===== src/rtl/register_file.sv =====
// Two-read/one-write register file with per-entry pending bits and a reserve port; optional REGFILE_BYPASS_EN forwards same-edge writes to reads.
// Latency: read data and reserve result appear one cycle after the request edge.
// Backpressure: none; every write, reserve and read completes in a single cycle.
module register_file #(
    parameter int WIDTH = 16,
    parameter int DEPTH = 8,
    parameter int AW    = $clog2(DEPTH)
) (
    input  logic             i_clk,
    input  logic             i_rst,
    input  logic             i_wen,
    input  logic [AW-1:0]    i_waddr,
    input  logic [WIDTH-1:0] i_d,
    input  logic             i_ren1,
    input  logic [AW-1:0]    i_raddr1,
    output logic [WIDTH-1:0] o_bl1,
    output logic             o_vld1,
    output logic             o_pend1,
    input  logic             i_ren2,
    input  logic [AW-1:0]    i_raddr2,
    output logic [WIDTH-1:0] o_bl2,
    output logic             o_vld2,
    output logic             o_pend2,
    input  logic             i_rsv,
    input  logic [AW-1:0]    i_rsv_addr,
    output logic             o_rsv_ok
);

    // One extra bit so DEPTH itself is representable when DEPTH is a power of two.
    localparam logic [AW:0] LP_DEPTH = (AW+1)'(DEPTH);

    logic [WIDTH-1:0] r_mem [DEPTH];
    logic [DEPTH-1:0] r_pend;
    logic             r_rsv_ok;

    logic [DEPTH-1:0] w_pend_nxt;
    logic             w_wr_hit;
    logic             w_rsv_hit;
    logic             w_rsv_ok_nxt;
    logic [1:0]       w_ren;
    logic [AW-1:0]    w_raddr [2];

    assign w_wr_hit  = i_wen && ({1'b0, i_waddr} < LP_DEPTH);
    assign w_rsv_hit = i_rsv && ({1'b0, i_rsv_addr} < LP_DEPTH);

    assign w_ren      = {i_ren2, i_ren1};
    assign w_raddr[0] = i_raddr1;
    assign w_raddr[1] = i_raddr2;

    // The write clears its pending bit before the reserve looks at it, so a
    // same-address write+reserve always succeeds and leaves the entry pending.
    always_comb begin
        w_pend_nxt   = r_pend;
        w_rsv_ok_nxt = 1'b0;
        if (w_wr_hit) begin
            w_pend_nxt[i_waddr] = 1'b0;
        end
        if (w_rsv_hit && !w_pend_nxt[i_rsv_addr]) begin
            w_pend_nxt[i_rsv_addr] = 1'b1;
            w_rsv_ok_nxt           = 1'b1;
        end
    end

    always_ff @(posedge i_clk) begin
        if (!i_rst) begin
            for (int i = 0; i < DEPTH; i++) begin
                r_mem[i] <= '0;
            end
            r_pend   <= '0;
            r_rsv_ok <= 1'b0;
        end else begin
            if (w_wr_hit) begin
                r_mem[i_waddr] <= i_d;
            end
            r_pend   <= w_pend_nxt;
            r_rsv_ok <= w_rsv_ok_nxt;
        end
    end

    for (genvar p = 0; p < 2; p++) begin : g_rd
        logic             w_in;
        logic             w_fwd;
        logic [WIDTH-1:0] w_dat;
        logic             w_pnd;
        logic [WIDTH-1:0] r_bl;
        logic             r_vld;
        logic             r_pnd;

        assign w_in = ({1'b0, w_raddr[p]} < LP_DEPTH);
`ifdef REGFILE_BYPASS_EN
        assign w_fwd = w_wr_hit && (i_waddr == w_raddr[p]);
`else
        assign w_fwd = 1'b0;
`endif
        assign w_dat = !w_in ? '0 : (w_fwd ? i_d : r_mem[w_raddr[p]]);
        assign w_pnd = w_in && !w_fwd && r_pend[w_raddr[p]];

        always_ff @(posedge i_clk) begin
            if (!i_rst) begin
                r_bl  <= '0;
                r_vld <= 1'b0;
                r_pnd <= 1'b0;
            end else begin
                r_bl  <= w_ren[p] ? w_dat : '0;
                r_vld <= w_ren[p];
                r_pnd <= w_ren[p] && w_pnd;
            end
        end
    end

    assign o_bl1    = g_rd[0].r_bl;
    assign o_vld1   = g_rd[0].r_vld;
    assign o_pend1  = g_rd[0].r_pnd;
    assign o_bl2    = g_rd[1].r_bl;
    assign o_vld2   = g_rd[1].r_vld;
    assign o_pend2  = g_rd[1].r_pnd;
    assign o_rsv_ok = r_rsv_ok;

endmodule


===== config.mk =====
export PLATFORM = sky130hd
export DESIGN_NAME = register_file
export DESIGN_NICKNAME = d
export VERILOG_FILES = /design/src/rtl/register_file.sv
export SDC_FILE = /design/constraint.sdc
export NUM_CORES = 1
export LEC_CHECK = 0
export ABC_AREA = 1
export CAP_MARGIN = 5
export CORE_MARGIN = 1.5
export CORE_UTILIZATION = 56
export CTS_BUF_LIST = sky130_fd_sc_hd__clkbuf_16
export DETAILED_ROUTE_END_ITERATION = 8
export GPL_ROUTABILITY_DRIVEN = 1
export PLACE_DENSITY = 0.78
export SETUP_SLACK_MARGIN = 0.15
export SYNTH_ARGS = -nofsm -noshare
export SYNTH_HDL_FRONTEND = slang
export SYNTH_SLANG_ARGS = --single-unit

===== constraint.sdc =====
create_clock -name i_clk -period 2.2 [get_ports i_clk]
set_input_delay 0.44 -clock i_clk [delete_from_list [all_inputs] [get_ports i_clk]]
set_output_delay 0.44 -clock i_clk [all_outputs]
set_load 0.02 [all_outputs]

## Word-level counts from Yosys, hierarchy flattened

Memory sizes are Yosys's and may differ from the RTL's. A register that Yosys moved wholly into a read port is not among the register bits.
Cells that the tools add are included.

| word-level totals | value |
|---|---|
| ROM bits | 0 |
| bits in registers | 13 |
| memories kept | 1 |
| word-level logic and storage cells | 47 |
| bits in latches | 0 |
| bits in writable memories | 128 |

| operators by class | value |
|---|---|
| bitwise operators | 3 |
| equal/unequal tests | 0 |
| multipliers | 0 |
| add/subtract/negate cells | 0 |
| $lt $le $gt $ge | 6 |
| shift-type cells | 0 |
| mux-type cells | 20 |
| divide/modulo/power cells | 0 |
| reductions and logical operators | 11 |

Memory list:

| memory | depth | width | read ports | clocked after memory_dff | wr ports | line | RTL |
|---|---|---|---|---|---|---|---|
| r_mem | 8 | 16 | 2 | 2 | 8 | 32 | `logic [WIDTH-1:0] r_mem [DEPTH];` |

Operators by type and width:

| cell | number |
|---|---|
| $lt A3 B4 Y1 const B | 4 |
| $mux W16 | 1 |
| $mux W8 | 2 |
| $reduce_or A16 Y1 | 1 |
| $mux W1 | 11 |
| $bmux W1 S3 | 3 |
| $and A8 B8 Y8 | 1 |
| $not A8 Y8 | 1 |
| $or A8 B8 Y8 | 1 |
| $demux W1 S3 | 2 |
| $ge A3 B1 Y1 const B | 2 |
| $logic_and A1 B1 Y1 | 5 |
| $reduce_and A2 Y1 | 2 |
| $logic_not A1 Y1 | 3 |
| $mux W3 | 1 |

## Depth between registers and ports, before layout

Gate-level depths: netlist of the first run.

| depth | value |
|---|---|
| depth after elaboration | 12 |
| depth in mapped cells | 9 |

## Worst setup path before layout of the first run

Ideal clock, no wire load.

| path | value |
|---|---|
| path type | input to register |
| from | in i_rst |
| to | mem r_mem[3][0] (enable) |
| stages on the path | 5 |
| data required time | 1,828 ps |
| arrival | 1,492 ps |
| path buffers | 3 |
| path slack | 336 ps |
| cell sequence | buf_2 buf_2 nand2_1 buf_2 nand2_1 |

RTL lines:

| element | line | RTL |
|---|---|---|
| start: declaration | 10 | `input logic i_rst,` |
| end: declaration | 32 |  |

## Final worst setup path of the first run

| path | value |
|---|---|
| from | reg r_rsv_ok, in the netlist o_rsv_ok |
| to | out o_rsv_ok |

RTL lines:

| element | line | RTL |
|---|---|---|
| start: declaration | 34 | `logic r_rsv_ok;` |
| start signal: assignment | 76 | `r_rsv_ok <= w_rsv_ok_nxt;` |
| end: declaration | 26 | `output logic o_rsv_ok` |

No word-level cell between the ends.

==> results of run 1 <==
[synth_stat cells (all sizes together)]
cell / instances / area [um2]
a21oi: 68 / 340
nand2: 39 / 146
nand4: 8 / 50.1
and3: 1 / 6.26
o21ai: 238 / 1190
inv: 66 / 248
clkbuf: 35 / 131
clkinv: 1 / 3.75
nor3: 4 / 20.0
nand3: 21 / 105
edfxtp: 128 / 3840
buf: 26 / 131
dfxtp: 45 / 901
nor2: 275 / 1050
[power by group through the flow]
stage / Combinational (uW) / Clock, uW / Sequential (uW)
global placement: 901 / 0 / 3840
finish: 944 / 3070 / 3790
detailed placement: 918 / 0 / 3860
CTS: 928 / 3080 / 3790
global route: 1020 / 3220 / 3810
floorplan: 471 / 0 / 3880
[registers in the layout, indices dropped and copies added (netlist names)]
name / cells
o_vld1: 1
o_rsv_ok: 1
o_pend1: 1
o_pend2: 1
r_mem: 128
r_pend: 8
o_bl1: 16
o_vld2: 1
o_bl2: 16
[cell families after synthesis]
logic type	share of synthesized area
compound gates	0.187
buf+inv	0.0629
simple gates	0.169
flops	0.581
[per-layer routing]
metal | vias to the layer above | GRT usage | wire [um]
li1 | 3364 | - | -
met1 | 3461 | 0.422 | 8780
met2 | 479 | 0.476 | 10600
met3 | 54 | 0.0696 | 2630
met4 | 0 | 0.123 | 580
met5 | - | 0 | 0
[cell type report]
| class | instances | area [um2] | share of cell area |
|---|---|---|---|
| tap | 180 | 225 | 0.0228 |
| clock buffer | 23 | 576 | 0.0583 |
| timing repair buffer | 106 | 1110 | 0.113 |
| inverter | 67 | 251 | 0.0255 |
| clock inverter | 9 | 47.5 | 0.00482 |
| multi-input combinational | 654 | 2910 | 0.295 |
| sequential | 173 | 4740 | 0.481 |
[tightest hold or removal path: stages (launching register included)]
cell,delay (ns)
dfxtp_1,0.33
nand3_1,0.08
nand2_1,0.05
[path summary, 6_finish.rpt]
kind | to | cells past startpoint
min reg2reg | r_pend[5] | 2
max | o_rsv_ok | 1
min | r_pend[5] | 2
max reg2reg | o_bl2[0] | 6
[per-stage QoR]
stage | setup WS (ns) | hold WS (ns) | power (uW) | instances
after floorplan | 0.336 | 0.461 | 4350 | 955
after global placement | 0.282 | 0.484 | 4750 | 1180
after detailed placement | 0.229 | 0.486 | 4770 | 1180
after CTS | 0.350 | 0.496 | 7790 | 1212
after global routing | 0.320 | 0.529 | 8050 | 1212
final | 0.343 | 0.499 | 7810 | 1212
==> report_table.html, run 1 <==
<table>
<tr><th>Metric</th><th>Value</th></tr>
<tr><th colspan="2">CTS</th></tr>
<tr><td>Worst-skew pair later-pin latency</td><td>between 0.4 and 0.5 ns</td></tr>
<tr><td>Deepest clock path buffer count</td><td>2</td></tr>
<tr><td>Resized cells post-CTS</td><td>0</td></tr>
<tr><td>Number of H-tree levels</td><td>4</td></tr>
<tr><td>Root Buffer Master</td><td>clkbuf_16</td></tr>
<tr><td>Reg clk slew, reported paths</td><td>0.06 ns</td></tr>
<tr><td>Sink count of the clock tree</td><td>173</td></tr>
<tr><td>Number of buffers inserted by hold repair at cts</td><td>0</td></tr>
<tr><td>Number of buffers inserted by post-CTS setup repair</td><td>0</td></tr>
<tr><td>TritonCTS clock tree</td><td>built</td></tr>
<tr><td>Number of clock buffers inserted by TritonCTS</td><td>17</td></tr>
<tr><th colspan="2">STA</th></tr>
<tr><td>Tmin final</td><td>1.86 ns</td></tr>
<tr><td>Part of the cycle the worst path needs</td><td>0.844</td></tr>
<tr><td>Fmax</td><td>0.538 GHz</td></tr>
<tr><td>Final setup skew</td><td>0.00508 ns</td></tr>
<tr><td>Final setup vio count</td><td>0</td></tr>
<tr><td>Final hold viol count</td><td>0</td></tr>
<tr><td>Total Negative Setup Slacks</td><td>0 ns</td></tr>
<tr><td>Worst slew pin tran</td><td>~0.50 ns</td></tr>
<tr><td>Tightest slew margin relative to the limit</td><td>0.667</td></tr>
<tr><td>Number of pins with negative max-slew slack in the final report</td><td>0</td></tr>
<tr><td>RSZ-0062 raised after global routing</td><td>no</td></tr>
<tr><th colspan="2">Critical path</th></tr>
<tr><td>WP buf/inv</td><td>1</td></tr>
<tr><td>Launch instance of the worst register-to-register path</td><td>r_mem[5][0]</td></tr>
<tr><td>Crit. End Element</td><td>output pin</td></tr>
<tr><td>Category of cells accounting for the largest share of critical-path delay</td><td>buffers and inverters</td></tr>
<tr><td>Maximum cell stage delay along the critical path</td><td>0.62 ns</td></tr>
<tr><td>Required time worst endpoint</td><td>approximately 1.8 ns</td></tr>
<tr><td>Worst path cell trace</td><td>clkdlybuf4s50_1</td></tr>
<tr><td>Worst setup path startpoint</td><td>o_rsv_ok</td></tr>
<tr><td>Critical path startpoint category</td><td>flip-flop</td></tr>
<tr><td>Maximum fanout count along the critical path</td><td>1</td></tr>
<tr><td>Type of the setup path with the least slack</td><td>flip-flop to output pin</td></tr>
<tr><td>Data arrival time of the critical path</td><td>1.42 ns</td></tr>
<tr><td>Slowest cell on the critical path</td><td>clkdlybuf4s50_1</td></tr>
<tr><td>Slack of the worst reg-to-reg path</td><td>0.89 ns</td></tr>
<tr><th colspan="2">Cells and area</th></tr>
<tr><td>Most common library cell in the layout ignoring fill and taps</td><td>nor2_1</td></tr>
<tr><td>Ant. Diodes</td><td>0</td></tr>
<tr><td>Post-layout util</td><td>0.703</td></tr>
<tr><td>FILL cells</td><td>1,092</td></tr>
<tr><td>Most used cells in the layout excluding fill and tap cells</td><td>nor2_1 (272), o21ai_0 (214), edfxtp_1 (128), a21oi_1 (68), clkdlybuf4s50_1 (66)</td></tr>
<tr><td>Post-route standard cell area excluding fillers</td><td>0.00987 mm2</td></tr>
<tr><td>Layout overhead on the synthesized area</td><td>20.8%</td></tr>
<tr><td>Post-layout nets</td><td>1,053</td></tr>
<tr><td>Fraction of layout instances using a drive strength above 1</td><td>0.0736</td></tr>
<tr><th colspan="2">Placement</th></tr>
<tr><td>HPWL after detailed placement</td><td>14,400 um</td></tr>
<tr><td>Quantity of I/O buffers inserted on ports</td><td>70</td></tr>
<tr><td>Post-detailed-placement cell area</td><td>0.00925 mm2</td></tr>
<tr><td>Routability-driven placement congestion ratio</td><td>roughly 0.93</td></tr>
<tr><th colspan="2">Routing</th></tr>
<tr><td>Post-route DRC violation count</td><td>0</td></tr>
<tr><td>Number of detailed-route iterations in the first pass</td><td>6</td></tr>
<tr><td>Iteration-0 DRC count of the detailed router</td><td>1,086</td></tr>
<tr><td>Vias per cell</td><td>6.07</td></tr>
<tr><td>Antenna Nets Post-Route</td><td>0</td></tr>
<tr><td>Total Routed Length</td><td>22,600 um</td></tr>
<tr><td>Average wire per standard cell</td><td>18.6 um</td></tr>
<tr><td>Vias</td><td>7,358</td></tr>
<tr><th colspan="2">Worst hold path</th></tr>
<tr><td>Worst Min Path Start</td><td>r_pend[5]</td></tr>
<tr><td>Worst min path class</td><td>flip-flop to flip-flop</td></tr>
<tr><th colspan="2">GRT</th></tr>
<tr><td>Total congestion overflow</td><td>0</td></tr>
<tr><td>Wire length of the first global-routing pass</td><td>about 35,000 um</td></tr>
<tr><td>All-Layer GR Usage</td><td>0.307</td></tr>
<tr><td>Vias in the first global route</td><td>6,545</td></tr>
<tr><td>Pin count of the biggest net entering global routing</td><td>103</td></tr>
<tr><td>Initial antenna violation count</td><td>0</td></tr>
<tr><th colspan="2">Pwr</th></tr>
<tr><td>Combinational Power Share</td><td>0.121</td></tr>
<tr><td>Share of total power in sequential cells</td><td>0.486</td></tr>
<tr><td>Worst voltage drop across the vdd grid</td><td>0.570 mV</td></tr>
<tr><td>Leak Pwr</td><td>0.00388 uW</td></tr>
<tr><td>Switching Fraction</td><td>0.247</td></tr>
<tr><td>Fraction of power consumed by the clock network</td><td>0.393</td></tr>
<tr><td>Ratio of total power to cell area</td><td>791 mW/mm2</td></tr>
<tr><td>Internal Power</td><td>about 5900 uW</td></tr>
<tr><td>Switching power</td><td>1930 uW</td></tr>
<tr><th colspan="2">Floorplanning</th></tr>
<tr><td>Number of placement rows</td><td>43</td></tr>
<tr><td>Height of the die</td><td>124 um</td></tr>
<tr><td>Horizontal die dimension</td><td>124 um</td></tr>
<tr><td># IOs</td><td>between 70 and 80</td></tr>
<tr><td>Area enclosed by the die boundary</td><td>0.0153 mm2</td></tr>
<tr><td>Area of the core</td><td>0.0140 mm2</td></tr>
<tr><td>Starting utilization of the core area</td><td>0.582</td></tr>
<tr><th colspan="2">Synth</th></tr>
<tr><td>Synth Area per Inst</td><td>8.56 um2</td></tr>
<tr><td>Total of warnings raised by yosys</td><td>0</td></tr>
<tr><td>Total standard cell area after synthesis</td><td>between 0.008 and 0.009 mm2</td></tr>
<tr><td>Synthesized instance count</td><td>955</td></tr>
<tr><td>Proportion of synthesized chip area in sequential cells</td><td>0.581</td></tr>
<tr><td>Count of unique library cells instantiated by Yosys</td><td>19</td></tr>
<tr><td>Post-synth net total</td><td>989</td></tr>
<tr><td>Register bit count reported by yosys</td><td>173</td></tr>
<tr><th colspan="2">Outcome</th></tr>
<tr><td>Status</td><td>finished, final reports clean</td></tr>
<tr><th colspan="2">Flow run</th></tr>
<tr><td>MaxCap Viol Count</td><td>0</td></tr>
</table>
Note: power is estimated with default switching activity, not from simulation.
==> inputs of run 2 (changes only) <==
Settings changed: CORE_UTILIZATION 56 to 52, PLACE_DENSITY 0.78 to 0.76.
Clock period 2.2 ns to 1.6 ns, I/O delays scaled along.
==> report_table.html, run 2 (synthesis gave the netlist of run 1 again) <==
<table>
<tr><th>Metric</th><th>Value</th></tr>
<tr><th colspan="2">Floorplanning</th></tr>
<tr><td>Horizontal die dimension</td><td>128 um (+3.7%)</td></tr>
<tr><td>Height of the die</td><td>128 um (+3.7%)</td></tr>
<tr><td>Area of the core</td><td>0.0153 mm2 (+8.7%)</td></tr>
<tr><td>Area enclosed by the die boundary</td><td>0.0165 mm2 (+7.5%)</td></tr>
<tr><td>Starting utilization of the core area</td><td>0.536 (-0.0464)</td></tr>
<tr><td># IOs</td><td>71 (unchanged)</td></tr>
<tr><td>Number of placement rows</td><td>45 (+4.7%)</td></tr>
<tr><th colspan="2">Pwr</th></tr>
<tr><td>Ratio of total power to cell area</td><td>1020 mW/mm2 (+29%)</td></tr>
<tr><td>Worst voltage drop across the vdd grid</td><td>0.899 mV (+58%)</td></tr>
<tr><td>Power consumption</td><td>10,400 uW (+34%)</td></tr>
<tr><td>Leak Pwr</td><td>0.00422 uW (+8.6%)</td></tr>
<tr><th colspan="2">Critical path</th></tr>
<tr><td>Worst setup path startpoint</td><td>o_pend2</td></tr>
<tr><td>Maximum cell stage delay along the critical path</td><td>0.35 ns (-0.27 ns)</td></tr>
<tr><td>Critical path depth</td><td>1 (unchanged)</td></tr>
<tr><td>Slack of the worst reg-to-reg path</td><td>0.26 ns (-0.63 ns)</td></tr>
<tr><td>WP buf/inv</td><td>1 (unchanged)</td></tr>
<tr><td>Data arrival time of the critical path</td><td>1.10 ns (-0.32 ns)</td></tr>
<tr><td>Type of the setup path with the least slack</td><td>flip-flop to output pin</td></tr>
<tr><td>Required time worst endpoint</td><td>1.28 ns (-0.48 ns)</td></tr>
<tr><td>Launch instance of the worst register-to-register path</td><td>r_mem[5][13]</td></tr>
<tr><td>Maximum fanout count along the critical path</td><td>1 (unchanged)</td></tr>
<tr><td>Worst path cell trace</td><td>dlygate4sd2_1</td></tr>
<tr><td>Slowest cell on the critical path</td><td>dlygate4sd2_1</td></tr>
<tr><td>Crit. End Element</td><td>output pin</td></tr>
<tr><td>Worst setup path end</td><td>o_pend2</td></tr>
<tr><td>Critical path startpoint category</td><td>flip-flop</td></tr>
<tr><td>End of the worst register-to-register path</td><td>o_bl1[13]</td></tr>
<tr><td>Depth of the worst register-to-register path</td><td>7 (+1)</td></tr>
<tr><td>Category of cells accounting for the largest share of critical-path delay</td><td>buffers and inverters</td></tr>
<tr><th colspan="2">STA</th></tr>
<tr><td>Worst slew pin tran</td><td>0.488 ns (-0.0118 ns)</td></tr>
<tr><td>Fmax</td><td>0.705 GHz</td></tr>
<tr><td>Post-route worst hold slack</td><td>0.323 ns (-0.176 ns)</td></tr>
<tr><td>Final setup vio count</td><td>0 (unchanged)</td></tr>
<tr><td>Part of the cycle the worst path needs</td><td>0.887</td></tr>
<tr><td>Tmin final</td><td>between 1 and 1.5 ns</td></tr>
<tr><td>Number of pins with negative max-slew slack in the final report</td><td>0 (unchanged)</td></tr>
<tr><td>Total Negative Setup Slacks</td><td>0 ns (unchanged)</td></tr>
<tr><td>Final hold viol count</td><td>0 (unchanged)</td></tr>
<tr><td>Setup slack after layout</td><td>0.181 ns (-0.162 ns)</td></tr>
<tr><td>RSZ-0062 raised after global routing</td><td>yes</td></tr>
<tr><td>Final setup skew</td><td>0.00567 ns (+0.000597 ns)</td></tr>
<tr><td>Tightest slew margin relative to the limit</td><td>0.674 (+0.00754)</td></tr>
<tr><th colspan="2">Placement</th></tr>
<tr><td>Placement-stage worst setup slack</td><td>-0.346 ns (-0.574 ns)</td></tr>
<tr><td>Quantity of I/O buffers inserted on ports</td><td>70 (unchanged)</td></tr>
<tr><td>Post-detailed-placement cell area</td><td>0.00961 mm2 (+3.9%)</td></tr>
<tr><td>HPWL after detailed placement</td><td>15,600 um (+8.2%)</td></tr>
<tr><td>Routability-driven placement congestion ratio</td><td>0.856 (-7.7%)</td></tr>
<tr><th colspan="2">Worst hold path</th></tr>
<tr><td>Worst min path class</td><td>input port to flip-flop</td></tr>
<tr><td>Min-Delay Path Depth</td><td>3 (+1)</td></tr>
<tr><th colspan="2">Cells and area</th></tr>
<tr><td>Post-layout nets</td><td>1,082 (+2.8%)</td></tr>
<tr><td>Most common library cell in the layout ignoring fill and taps</td><td>nor2_1</td></tr>
<tr><td>Most used cells in the layout excluding fill and tap cells</td><td>nor2_1 (268), o21ai_0 (214), edfxtp_1 (128), a21oi_1 (68), inv_1 (59)</td></tr>
<tr><td>Layout overhead on the synthesized area</td><td>25.3%</td></tr>
<tr><td>Most flop-heavy register</td><td>r_mem</td></tr>
<tr><td>Flip-flop count of the largest register after layout</td><td>128 (unchanged)</td></tr>
<tr><td>Post-route standard cell area excluding fillers</td><td>0.0102 mm2 (+3.8%)</td></tr>
<tr><td>Fraction of layout instances using a drive strength above 1</td><td>0.122 (+0.0479)</td></tr>
<tr><td>FILL cells</td><td>1,199 (+9.8%)</td></tr>
<tr><td>Ant. Diodes</td><td>0 (unchanged)</td></tr>
<tr><th colspan="2">CTS</th></tr>
<tr><td>Reg clk slew, reported paths</td><td>0.06 ns (about the same)</td></tr>
<tr><td>Number of H-tree levels</td><td>4 (unchanged)</td></tr>
<tr><td>Number of clock buffers inserted by TritonCTS</td><td>17 (unchanged)</td></tr>
<tr><td>Number of buffers inserted by hold repair at cts</td><td>0 (unchanged)</td></tr>
<tr><td>Worst-skew pair later-pin latency</td><td>0.43 ns (about the same)</td></tr>
<tr><td>Root Buffer Master</td><td>clkbuf_16</td></tr>
<tr><td>Deepest clock path buffer count</td><td>2 (unchanged)</td></tr>
<tr><td>Sink count of the clock tree</td><td>173 (unchanged)</td></tr>
<tr><td>TritonCTS clock tree</td><td>built</td></tr>
<tr><th colspan="2">Routing</th></tr>
<tr><td>Vias</td><td>7,450 (+1.3%)</td></tr>
<tr><td>Vias per cell</td><td>5.86 (-3.5%)</td></tr>
<tr><td>Number of detailed-route iterations in the first pass</td><td>6 (unchanged)</td></tr>
<tr><td>Average wire per standard cell</td><td>18.6 um (-0.40%)</td></tr>
<tr><td>Post-route DRC violation count</td><td>0 (unchanged)</td></tr>
<tr><td>Antenna Nets Post-Route</td><td>0 (unchanged)</td></tr>
<tr><td>Iteration-0 DRC count of the detailed router</td><td>1,222 (+13%)</td></tr>
<tr><td>Total Routed Length</td><td>23,600 um (+4.5%)</td></tr>
<tr><th colspan="2">GRT</th></tr>
<tr><td>Initial antenna violation count</td><td>0 (unchanged)</td></tr>
<tr><td>Vias in the first global route</td><td>6,882 (+5.1%)</td></tr>
<tr><td>Total congestion overflow</td><td>0 (unchanged)</td></tr>
<tr><td>Wire length of the first global-routing pass</td><td>36,300 um (+5.0%)</td></tr>
<tr><td>Pin count of the biggest net entering global routing</td><td>48 (-53%)</td></tr>
<tr><td>All-Layer GR Usage</td><td>0.292 (-0.0157)</td></tr>
<tr><th colspan="2">Flow run</th></tr>
<tr><td>MaxCap Viol Count</td><td>0 (unchanged)</td></tr>
<tr><th colspan="2">Outcome</th></tr>
<tr><td>Status</td><td>finished, final reports clean</td></tr>
</table>
run 2: final cells by class:
cell class | instances | area, um2 | share of cell area
timing repair buffer | 132 | 1410 | 0.138
tap | 211 | 264 | 0.0258
clock buffer | 17 | 425 | 0.0415
sequential | 173 | 4740 | 0.463
inverter | 67 | 251 | 0.0246
clock inverter | 15 | 121 | 0.0118
multi-input combinational | 657 | 3020 | 0.295
run 2: repair_timing:
action	CTS	global route
pin swaps	0	12
buffers inserted	0	3
gates resized for setup	38	28
setup endpoints to repair	46	25
cloned	0	3
run 2: worst min path at each step:
stage / from / slack (ns) / end
2_1_floorplan: r_pend[5] / 0.46 / r_pend[5]
3_3_place_gp: r_pend[5] / 0.49 / r_pend[5]
3_5_place_dp: r_pend[5] / 0.50 / r_pend[5]
4_1_cts: i_ren2 / 0.47 / o_vld2
5_1_grt: i_rst / 0.35 / o_vld2
6_report: i_rst / 0.32 / o_vld2
run 2: tightest hold or removal path: stages:
cell	delay [ns]
dlymetal6s2s_1	0.21
nand2_1	0.09
inv_1	0.06
run 2: through the flow:
stage | std cells | utilization
3_3_place_gp | 1234 | 0.630
2_1_floorplan | 955 | -
3_5_place_dp | 1234 | 0.630
6_report | 1272 | 0.671
5_1_grt | 1272 | 0.671
4_1_cts | 1266 | 0.663
run 2: power breakdown:
part           total [uW]  switching (uW)  internal, uW  leakage, uW
Combinational        1350             860           487      0.00235
Clock                3860            1730          2130     0.000260
Sequential           5220             125          5100      0.00161
run 2: metal layers:
metal	GRT usage	vias up	routed length, um	share of wire
met3	0.0657	57	2540	0.11
met5	0	-	0	0
met4	0.118	0	590	0.025
met2	0.450	476	11000	0.47
met1	0.403	3477	9490	0.40
li1	-	3440	-	-
